## src/rtl/bit_serializer.sv

```systemverilog
// Purpose : parallel-to-serial front end; WIDTH-bit words in over valid/ready, one bit per clk out on x.
// Latency : word accepted at edge N shows its first bit on x in cycle N..N+1 and its last bit WIDTH-1 cycles later.
// Backpres: din_ready = rst_n & ~hold_full; one holding register behind the shift register keeps frames gap-free.
//
// Ports:
//   clk, rst_n        clock, synchronous active-low reset
//   din, din_valid    parallel word and its valid
//   din_ready         word can be accepted this cycle (combinational)
//   x, x_valid        registered serial bit and its qualifier
//   frame_start/end   x carries the first / last bit of a word
//   idle              shift and holding registers both empty (registered)
//   word_count        completed words, wraps at 16'hFFFF
module bit_serializer #(
  parameter int WIDTH     = 8,
  parameter bit MSB_FIRST = 1'b1
) (
  input  logic             clk,
  input  logic             rst_n,
  input  logic [WIDTH-1:0] din,
  input  logic             din_valid,
  output logic             din_ready,
  output logic             x,
  output logic             x_valid,
  output logic             frame_start,
  output logic             frame_end,
  output logic             idle,
  output logic [15:0]      word_count
);

  localparam int CW = (WIDTH > 2) ? $clog2(WIDTH) : 1;
  localparam logic [CW-1:0] LAST     = CW'(WIDTH - 1);
  localparam logic [CW-1:0] NEXT2LST = CW'(WIDTH - 2);

  typedef enum logic {S_IDLE, S_SHIFT} state_t;

  state_t           state;
  logic [WIDTH-1:0] sh;
  logic [WIDTH-1:0] hold;
  logic             hold_full;
  logic [CW-1:0]    cnt;
  logic             accept;

  assign din_ready = rst_n & ~hold_full;
  assign accept    = din_valid & din_ready;

  // Bit that goes onto x first for a freshly loaded word.
  function automatic logic first_bit(input logic [WIDTH-1:0] w);
    return MSB_FIRST ? w[WIDTH-1] : w[0];
  endfunction

  // Shift register after one bit has been sent; the outgoing end is always
  // the one first_bit() looks at, so x tracks first_bit(sh).
  function automatic logic [WIDTH-1:0] advance(input logic [WIDTH-1:0] w);
    return MSB_FIRST ? {w[WIDTH-2:0], 1'b0} : {1'b0, w[WIDTH-1:1]};
  endfunction

  always_ff @(posedge clk) begin
    if (!rst_n) begin
      state       <= S_IDLE;
      sh          <= '0;
      hold        <= '0;
      hold_full   <= 1'b0;
      cnt         <= '0;
      x           <= 1'b0;
      x_valid     <= 1'b0;
      frame_start <= 1'b0;
      frame_end   <= 1'b0;
      idle        <= 1'b1;
      word_count  <= '0;
    end else begin
      case (state)
        S_IDLE: begin
          if (accept) begin
            state       <= S_SHIFT;
            sh          <= din;
            cnt         <= '0;
            x           <= first_bit(din);
            x_valid     <= 1'b1;
            frame_start <= 1'b1;
            frame_end   <= 1'b0;
            idle        <= 1'b0;
          end else begin
            x           <= 1'b0;
            x_valid     <= 1'b0;
            frame_start <= 1'b0;
            frame_end   <= 1'b0;
            idle        <= 1'b1;
          end
        end

        S_SHIFT: begin
          if (cnt == LAST) begin
            // x currently carries the last bit: this edge completes the word.
            word_count <= word_count + 16'd1;
            cnt        <= '0;
            if (hold_full) begin
              sh          <= hold;
              hold_full   <= 1'b0;
              x           <= first_bit(hold);
              x_valid     <= 1'b1;
              frame_start <= 1'b1;
              frame_end   <= 1'b0;
              idle        <= 1'b0;
            end else if (accept) begin
              // Bypass: holding register empty, new word goes straight in.
              sh          <= din;
              x           <= first_bit(din);
              x_valid     <= 1'b1;
              frame_start <= 1'b1;
              frame_end   <= 1'b0;
              idle        <= 1'b0;
            end else begin
              state       <= S_IDLE;
              x           <= 1'b0;
              x_valid     <= 1'b0;
              frame_start <= 1'b0;
              frame_end   <= 1'b0;
              idle        <= 1'b1;
            end
          end else begin
            sh          <= advance(sh);
            cnt         <= cnt + 1'b1;
            x           <= first_bit(advance(sh));
            frame_start <= 1'b0;
            frame_end   <= (cnt == NEXT2LST);
            if (accept) begin
              hold      <= din;
              hold_full <= 1'b1;
            end
          end
        end

        default: state <= S_IDLE;
      endcase
    end
  end

endmodule

```

## config.mk

```make
export PLATFORM = sky130hd
export DESIGN_NAME = bit_serializer
export DESIGN_NICKNAME = d
export VERILOG_FILES = /design/src/rtl/bit_serializer.sv
export SDC_FILE = /design/constraint.sdc
export NUM_CORES = 1
export LEC_CHECK = 0
export ABC_AREA = 1
export BUFFER_PORTS_ARGS = -buffer_cell sky130_fd_sc_hd__buf_2
export CORE_UTILIZATION = 50
export CTS_CLUSTER_DIAMETER = 30
export CTS_CLUSTER_SIZE = 24
export DETAILED_ROUTE_END_ITERATION = 7
export GPL_TIMING_DRIVEN = 1
export PLACE_DENSITY = 0.81
export SLEW_MARGIN = 20
export SYNTH_ARGS = -nofsm -noshare
export SYNTH_HDL_FRONTEND = slang
export SYNTH_SLANG_ARGS = --single-unit
```

## constraint.sdc

```tcl
create_clock -name clk -period 2.2 [get_ports clk]
set_input_delay 0.11 -clock clk [delete_from_list [all_inputs] [get_ports clk]]
set_output_delay 0.11 -clock clk [all_outputs]
set_load 0.01 [all_outputs]
```

==> flow_summary.json, run 1 <==
{
  "status": "finished clean",
  "final_cell_area_um2": 2201,
  "placed_cells": 337,
  "synth-seq-cells": 41,
  "tightest_slew_ps": 430.7,
  "critPathCaptureType": "flop",
  "grtUsageTotal": 0.2101,
  "nNetsFinal": 311,
  "place_area_um2": 2121,
  "finClkSkew_ps": 5.451,
  "instances_no_fill": 345,
  "ys.flop_type": "dfxtp_1",
  "yosysMostFrequentCell": "nand2_1",
  "crit_required_ps": 2380,
  "tns_ps": 0,
  "async_flop_share": 0,
  "timing.fmax_mhz": 598.1,
  "syn_to_final_growth_pct": 12.76,
  "slew_headroom": 0.7125,
  "avgRoutedWirePerCell_um": 10.98,
  "min_from": "din[1]",
  "routed_via_density": 4.971,
  "worstHoldPathType": "input port to flop",
  "row_count": 22,
  "path_max_fanout": 9,
  "grt_pass1_vias": 1648,
  "synth_edf_count": 0,
  "rsz0062_at_grt": "no",
  "whs_ps": 59.32,
  "grt_max_degree": 19,
  "crit_path_start": "cnt[0]",
  "met1_usage": 0.2481,
  "worst_slack_ps": 528.0,
  "post-route-period-util": 0.7600,
  "synth_area_leaders": "dfxtp_1, nand2_1, nor2_1",
  "cts_made_buffers": 5,
  "yosys.area.top_type": "dfxtp_1",
  "coreArea_um2": 3716,
  "synth_common_cells": "nand2_1, nor2_1, dfxtp_1, inv_1, o21ai_0",
  "final_layout_size_suffix_gt1_frac": 0.2020,
  "ys_types": 27,
  "power.total_mw": 1.356,
  "drt-initial-drc-count": 96,
  "ios": 33,
  "cts.hold.buffers_added": 0,
  "routed_wl_um": 3787,
  "cts.sinks": 41,
  "die_w_um": 64.48,
  "worstSetupPathType": "flop to flop",
  "grt_pass1_wl_um": 6824,
  "grt-busiest-layer": "met2",
  "die_y_um": 64.48,
  "cts_tree": "yes",
  "path_clk_slew_ps": 70,
  "routed-via-count": 1715,
  "synth_nets": 278,
  "cts_buffer_depth": 2,
  "maxCapViolations": 0,
  "cp_data_arrival_time_ps": 1860,
  "peakVddDrop_uv": 402.3,
  "h-tree-depth": 2,
  "cp-start-kind": "flop",
  "worst_r2r_startpoint": "cnt[0]",
  "postCtsSetupRepairBufs": 0,
  "power_density_nw_per_um2": 615.9,
  "syn_avg_cell_area_um2": 7.422,
  "cts.repair.resized": 0,
  "setup_violations": 0,
  "place.gp.congestion": 0.7707,
  "grt_util_met3": 0.04401,
  "drv_slew": 0,
  "hold_violations": 0,
  "numPortBuffers": 32,
  "die_area_um2": 4158,
  "final_core_util": 0.5923,
  "grt_overflow": 0,
  "clock_latency_ps": 290,
  "ant_nets": 0,
  "dp_hpwl_um": 2803,
  "antenna_found_initial": 0,
  "yosysWarnings": 0,
  "synth_top_area_share": 0.4205,
  "dpl_worst_slack_ps": 538.6,
  "firstDrtPassIters": 5,
  "netlist_area_um2": 1952,
  "yosysSeqAreaShare": 0.4205,
  "leakage_nw": 0.9690,
  "grtUsageMet2": 0.3566,
  "period_needed_ps": 1672,
  "synthCells": 263,
  "antenna_cells": 0,
  "drc": 0,
  "floorplan.initialDensity": 0.5253,
  "root_buffer": "clkbuf_8"
}
==> layout make-up <==
type                    count  area (um2)
fillers                   349        1515
multi-input cells         179       937.1
flip-flops and latches     41       820.8
repair buffers             33       167.7
inverters                  36       135.1
clock buffers               8       80.08
well taps                  48       60.06
==> metal layers <==
metal,vias up,part of all wire
met1,769,0.49
met3,7,0.032
met4,0,0.019
li1,909,-
met5,-,0
met2,30,0.46
==> power by group <==
part	total, mW	internal, mW	switching [mW]
clock	0.471	0.225	0.246
sequential	0.780	0.764	0.0153
combinational	0.105	0.0381	0.0669
==> critical path: stages (launching register included) <==
cell,delay [ps]
dfxtp_1,330
ha_1,200
ha_1,260
inv_2,100
nand2_2,100
nor2_4,210
inv_1,170
nor2_1,130
nor2_1,60
==> flip-flops by register name, summed over array words and instances, names as in the netlist <==
name,flops
idle,1
word_count,16
frame_end,1
hold,8
sh,7
x,1
state,1
frame_start,1
hold_full,1
cnt,3
x_valid,1
==> path summary, 6_finish.rpt <==
path | slack, ps | depth (start not counted) | end
worst min register to register | 450 | 2 | idle
worst max register to register | 530 | 8 | hold[6]
worst min-delay path | 60 | 3 | hold[1]
worst max-delay path | 530 | 8 | hold[6]
==> kinds of logic (layout without fill, tap and decap cells) <==
kind of cell               after synthesis  in the layout  synth area share
DFF                                     41             41            0.4205
and+or+nand+nor                        123            123            0.2994
buffers and inverters                   43             77           0.09935
AOI/OAI and AO/OA                       52             52            0.1551
adders and majority gates                4              4           0.02564
==> layout by cell type, fill, tap and decap left out, types with 4 or more instances in the layout <==
cell type  count
nor2_1        46
nand4_1        5
o211ai_1       8
o21ai_0       18
nand2_1       49
buf_2         32
nor2_4         6
a22oi_1        6
inv_1         31
nand2_2        4
inv_2          5
nand3_1        4
a21oi_1       17
ha_1           4
dfxtp_1       41
clkbuf_8       5
Note: power is estimated with default switching activity, not from simulation.
==> run 2: changes to the inputs <==
--- a/config.mk
+++ b/config.mk
@@ -5,7 +5,7 @@
 export SDC_FILE = /design/constraint.sdc
 export NUM_CORES = 1
 export LEC_CHECK = 0
-export ABC_AREA = 1
+export ABC_AREA = 0
 export BUFFER_PORTS_ARGS = -buffer_cell sky130_fd_sc_hd__buf_2
 export CORE_UTILIZATION = 50
 export CTS_CLUSTER_DIAMETER = 30
==> constraint.sdc (replaced) <==
create_clock -name clk -period 1.6 [get_ports clk]
set_input_delay 0.08 -clock clk [delete_from_list [all_inputs] [get_ports clk]]
set_output_delay 0.08 -clock clk [all_outputs]
set_load 0.01 [all_outputs]
==> flow_summary.json, run 2 <==
{
  "firstDrtPassIters": 5,
  "ant_nets": 0,
  "coreArea_um2": 3716,
  "nNetsFinal": 283,
  "grt_pass1_wl_um": 6934,
  "rsz0062_at_grt": "yes",
  "regMostFlops": "word_count",
  "tightest_slew_ps": 362.2,
  "grtUsageTotal": 0.2163,
  "cts_tree": "yes",
  "leakage_nw": 1.087,
  "routed_wl_um": 4275,
  "worst_slack_ps": 54.65,
  "die_w_um": 64.48,
  "setup_violations": 0,
  "synth_area_leaders": "dfxtp_1, and2_1, mux2i_1",
  "floorplan.initialDensity": 0.5253,
  "cts_made_buffers": 5,
  "drv_slew": 0,
  "cp_data_arrival_time_ps": 1790,
  "power_density_nw_per_um2": 778.7,
  "row_count": 22,
  "path_clk_slew_ps": 80,
  "ys_types": 32,
  "grt_max_degree": 46,
  "routed_via_density": 5.314,
  "ios": 33,
  "synth-seq-cells": 41,
  "synth_common_cells": "dfxtp_1, and2_1, nand2_1, o21ai_0, nand3_1",
  "routed-via-count": 1674,
  "critPathSlowestCell": "dfxtp_2",
  "die_y_um": 64.48,
  "reg.largest.list": "word_count (16), hold (8), sh (7)",
  "cp-start-kind": "flop",
  "timing.fmax_mhz": 647.1,
  "numPortBuffers": 32,
  "cp_top_family": "simple AND/OR/NAND/NOR gates",
  "ys.flop_type": "dfxtp_1",
  "place_area_um2": 2268,
  "finClkSkew_ps": 10.32,
  "critPathCaptureType": "flop",
  "async_flop_share": 0,
  "clock_latency_ps": 300,
  "layout_common_cells": "dfxtp_1, buf_2, nand2_1, and2_1",
  "largest_reg_flops": 16,
  "hold_violations": 0,
  "worstSetupPathType": "flop to flop",
  "critical_path.cell_chain": "ha_4 > ha_4 > nand4_1 > buf_4 > nor3_4 > xor2_1 > and2_1",
  "synth_top_area_share": 0.4205,
  "post-route-period-util": 0.9658,
  "h-tree-depth": 2,
  "root_buffer": "clkbuf_8",
  "yosys.area.top_type": "dfxtp_1",
  "period_needed_ps": 1545,
  "final_layout_size_suffix_gt1_frac": 0.2884,
  "synth_edf_count": 0,
  "worstHoldPathType": "input port to flop",
  "n_fill_cell": 300,
  "cts.sinks": 41,
  "power.total_mw": 1.907,
  "syn_avg_cell_area_um2": 8.832,
  "status": "finished clean",
  "critPathBufInv": 1,
  "synth_nets": 236,
  "maxCapViolations": 0,
  "grt_overflow": 0,
  "cts.hold.buffers_added": 0,
  "yosysSeqAreaShare": 0.4205,
  "drc": 0,
  "crit_top_cell": "ha_4",
  "die_area_um2": 4158,
  "dpl_worst_slack_ps": -61.44,
  "cts_buffer_depth": 2,
  "avgRoutedWirePerCell_um": 13.57,
  "peakVddDrop_uv": 418.2,
  "antenna_found_initial": 0,
  "drt-initial-drc-count": 123,
  "dp_hpwl_um": 2886,
  "netlist_area_um2": 1952,
  "place.gp.congestion": 0.7828,
  "yosysMostFrequentCell": "dfxtp_1",
  "syn_to_final_growth_pct": 25.45,
  "layout_commonest_cell": "dfxtp_1",
  "max_stage_delay_ps": 350,
  "yosysWarnings": 0,
  "slew_headroom": 0.7578,
  "grt_pass1_vias": 1524,
  "antenna_cells": 0,
  "crit_required_ps": 1840,
  "final_cell_area_um2": 2449,
  "path_max_fanout": 6,
  "synthCells": 221
}
[run 2: changes by cell type in the layout (fill, tap and decap cells not counted), moves of 11 or more]
cell / delta
mux2i_1: +11
nor2_1: -42
buf_4: +19
a21oi_1: -16
nand2_1: -26
inv_1: -22
and2_1: +23
[run 2: per-layer routing]
metal | global-route usage | vias up | share of wire
met5 | 0 | - | 0
met4 | 0.08056 | 0 | 0.020
met3 | 0.05810 | 10 | 0.047
met2 | 0.3395 | 47 | 0.46
met1 | 0.2829 | 772 | 0.48
li1 | - | 845 | -
[run 2: logic make-up (layout without fill, tap and decap cells)]
logic type               count (synthesis)  after routing  synth area share
AO/OA/AOI/OAI                           39             39            0.1289
XOR/XNOR                                12             12           0.05385
adder cells (fa/ha/maj)                  4              4           0.02564
buffers and inverters                   22             68           0.05128
flip-flops                              41             41            0.4205
multiplexers                            11             11           0.05641
AND/OR/NAND/NOR                         92             92            0.2635
[run 2: worst paths after layout]
kind                       start             end  slack [ps]  depth (start not counted)
hold / removal            din[4]         hold[4]          30                          3
setup / recovery          cnt[0]   word_count[8]          50                          7
hold reg to reg   word_count[15]  word_count[15]         470                          2
setup reg to reg          cnt[0]   word_count[8]          50                          7
[run 2: layout make-up]
cell class / count / area, um2 / area share
sequential: 41 / 823.3 / 0.3362
timing repair buffer: 53 / 330.3 / 0.1349
multi-input combinational: 158 / 1127 / 0.4604
tap: 48 / 60.06 / 0.02453
clock inverter: 1 / 5.005 / 0.002044
clock buffer: 5 / 68.82 / 0.02810
inverter: 9 / 33.78 / 0.01380
[run 2: power by group]
group / switching, mW / internal (mW) / total, mW
sequential: 0.0178 / 1.05 / 1.07
combinational: 0.113 / 0.101 / 0.213
clock: 0.339 / 0.287 / 0.626
[run 2: per-stage QoR]
| stage | hold slack [ps] | instances | utilization | TNS, ps |
|---|---|---|---|---|
| floorplan | 224.9 | 221 | - | 0 |
| global placement | 342.2 | 308 | 0.6104 | 0 |
| detailed placement | 349.7 | 308 | 0.6104 | -200.9 |
| CTS | 30.44 | 314 | 0.6337 | 0 |
| global route | 52.48 | 315 | 0.6589 | -66.02 |
| finish | 33.92 | 315 | 0.6589 | 0 |
[run 2: what timing repair did]
action	in CTS	in global routing
gates cloned	0	0
pin swaps	0	1
gates resized for setup	3	16
setup buffers	0	1
endpoints found under the setup margin	12	23
[run 2: worst reg2reg max path, stage by stage, from the launching register on]
cell	delay, ps
dfxtp_2	350
ha_4	140
ha_4	160
nand4_1	210
buf_4	230
nor3_4	110
xor2_1	160
and2_1	140
==> run 3: changes to the inputs <==
--- a/config.mk
+++ b/config.mk
@@ -5,14 +5,15 @@
 export SDC_FILE = /design/constraint.sdc
 export NUM_CORES = 1
 export LEC_CHECK = 0
-export ABC_AREA = 0
+export ABC_AREA = 1
+export ABC_CLOCK_PERIOD_IN_PS = 1600
 export BUFFER_PORTS_ARGS = -buffer_cell sky130_fd_sc_hd__buf_2
-export CORE_UTILIZATION = 50
+export CORE_UTILIZATION = 40
 export CTS_CLUSTER_DIAMETER = 30
 export CTS_CLUSTER_SIZE = 24
 export DETAILED_ROUTE_END_ITERATION = 7
 export GPL_TIMING_DRIVEN = 1
-export PLACE_DENSITY = 0.81
+export PLACE_DENSITY = 0.69
 export SLEW_MARGIN = 20
 export SYNTH_ARGS = -nofsm -noshare
 export SYNTH_HDL_FRONTEND = slang
==> flow_summary.json, run 3 (synthesis results as in run 1) <==
{
  "status": "finished with violations",
  "violations": "DRC",
  "grt_overflow": 0,
  "tightest_slew_ps": 429.3,
  "ant_nets": 0,
  "leakage_nw": 0.9891,
  "period_needed_ps": 1457,
  "finClkSkew_ps": 4.085,
  "floorplan.initialDensity": 0.4132,
  "path_clk_slew_ps": 80,
  "path_max_fanout": 6,
  "reg.largest.list": "word_count (16), hold (8), sh (7)",
  "max_stage_delay_ps": 350,
  "rsz0062_at_grt": "no",
  "layout_commonest_cell": "nand2_1",
  "clock_latency_ps": 290,
  "largest_reg_flops": 16,
  "die_y_um": 71.86,
  "grt_pass1_wl_um": 6989,
  "maxCapViolations": 0,
  "postCtsSetupRepairBufs": 0,
  "routed_via_density": 4.746,
  "routed_wl_um": 3935,
  "coreArea_um2": 4723,
  "power.total_mw": 1.959,
  "h-tree-depth": 2,
  "post-route-period-util": 0.9104,
  "n_fill_cell": 480,
  "antenna_cells": 0,
  "instances_no_fill": 366,
  "setup_violations": 0,
  "place.gp.congestion": 0.7478,
  "ios": 33,
  "cts_buffer_depth": 2,
  "cp_data_arrival_time_ps": 1690,
  "firstDrtPassIters": 6,
  "critical_path.cell_chain": "ha_2 > ha_4 > nand2_4 > nor2_4 > nand2_2 > nor2_4 > nand2_1 > nand2_1 > nand2_1 > nor2_2",
  "drt-initial-drc-count": 86,
  "critPathBufInv": 0,
  "final_core_util": 0.4856,
  "power_density_nw_per_um2": 854.2,
  "regMostFlops": "word_count",
  "min_from": "din[1]",
  "worstHoldPathType": "input port to flop",
  "antenna_found_initial": 0,
  "die_w_um": 71.86,
  "avgRoutedWirePerCell_um": 10.75,
  "row_count": 25,
  "syn_to_final_growth_pct": 17.50,
  "cts.repair.resized": 1,
  "cp-start-kind": "flop",
  "placed_cells": 358,
  "cts.sinks": 41,
  "grtUsageTotal": 0.1697,
  "hold_violations": 0,
  "drv_slew": 0,
  "critPathCaptureType": "flop",
  "crit_top_cell": "nand2_1",
  "grt_pass1_vias": 1623,
  "routed-via-count": 1737,
  "grt_max_degree": 30,
  "whs_ps": 27.26,
  "root_buffer": "clkbuf_8",
  "critPathSlowestCell": "dfxtp_2",
  "cp_top_family": "simple AND/OR/NAND/NOR gates",
  "layout_common_cells": "nand2_1, nor2_1, dfxtp_1",
  "drc": 2,
  "crit_required_ps": 1830,
  "nNetsFinal": 313,
  "tns_ps": 0,
  "worst_r2r_startpoint": "cnt[0]",
  "cts.hold.buffers_added": 0,
  "crit_path_start": "cnt[0]",
  "slew_headroom": 0.7135,
  "cts_made_buffers": 5,
  "final_layout_size_suffix_gt1_frac": 0.2375,
  "timing.fmax_mhz": 686.5,
  "cts_tree": "yes",
  "die_area_um2": 5163,
  "peakVddDrop_uv": 544.8,
  "numPortBuffers": 32,
  "dp_hpwl_um": 2829,
  "worstSetupPathType": "flop to flop"
}
==> run 3: power breakdown <==
group | internal [mW] | switching, mW
registers | 1.05 | 0.0197
logic | 0.0556 | 0.0929
clock network | 0.390 | 0.350
==> run 3: routing by layer <==
layer / vias to the layer above / wire [um] / track usage
met3: 5 / 146 / 0.03516
met1: 783 / 1972 / 0.2268
met5: - / 0 / 0
li1: 919 / - / -
met2: 30 / 1766 / 0.2725
met4: 0 / 50 / 0.05882
==> run 3: worst paths after layout <==
path / endpoint / depth (start not counted) / slack [ps]
hold reg to reg: cnt[0] / 1 / 450
setup reg to reg: word_count[11] / 10 / 140
hold / removal: hold[1] / 3 / 30
setup / recovery: word_count[11] / 10 / 140
==> run 3: final cells by class <==
| type | instances | area [um2] | area share |
|---|---|---|---|
| clock inverters | 1 | 5.005 | 0.002182 |
| repair buffers | 35 | 182.7 | 0.07965 |
| clock buffers | 7 | 96.34 | 0.04201 |
| flip-flops and latches | 41 | 823.3 | 0.3590 |
| multi-input cells | 179 | 967.2 | 0.4217 |
| well taps | 67 | 83.83 | 0.03655 |
| inverters | 36 | 135.1 | 0.05892 |
==> run 3: stage by stage <==
stage / setup slack, ps / cell area [um2]
2_1_floorplan: 141.6 / 1952
3_3_place_gp: 61.14 / 2160
3_5_place_dp: 4.747 / 2160
4_1_cts: 36.49 / 2263
5_1_grt: 6.140 / 2293
6_report: 143.4 / 2293
==> run 3: worst reg2reg max path: stages (launching register included) <==
cell     delay, ps
dfxtp_2        350
ha_2           190
ha_4           170
nand2_4         90
nor2_4         110
nand2_2         90
nor2_4         110
nand2_1         90
nand2_1         70
nand2_1         50
nor2_2          80
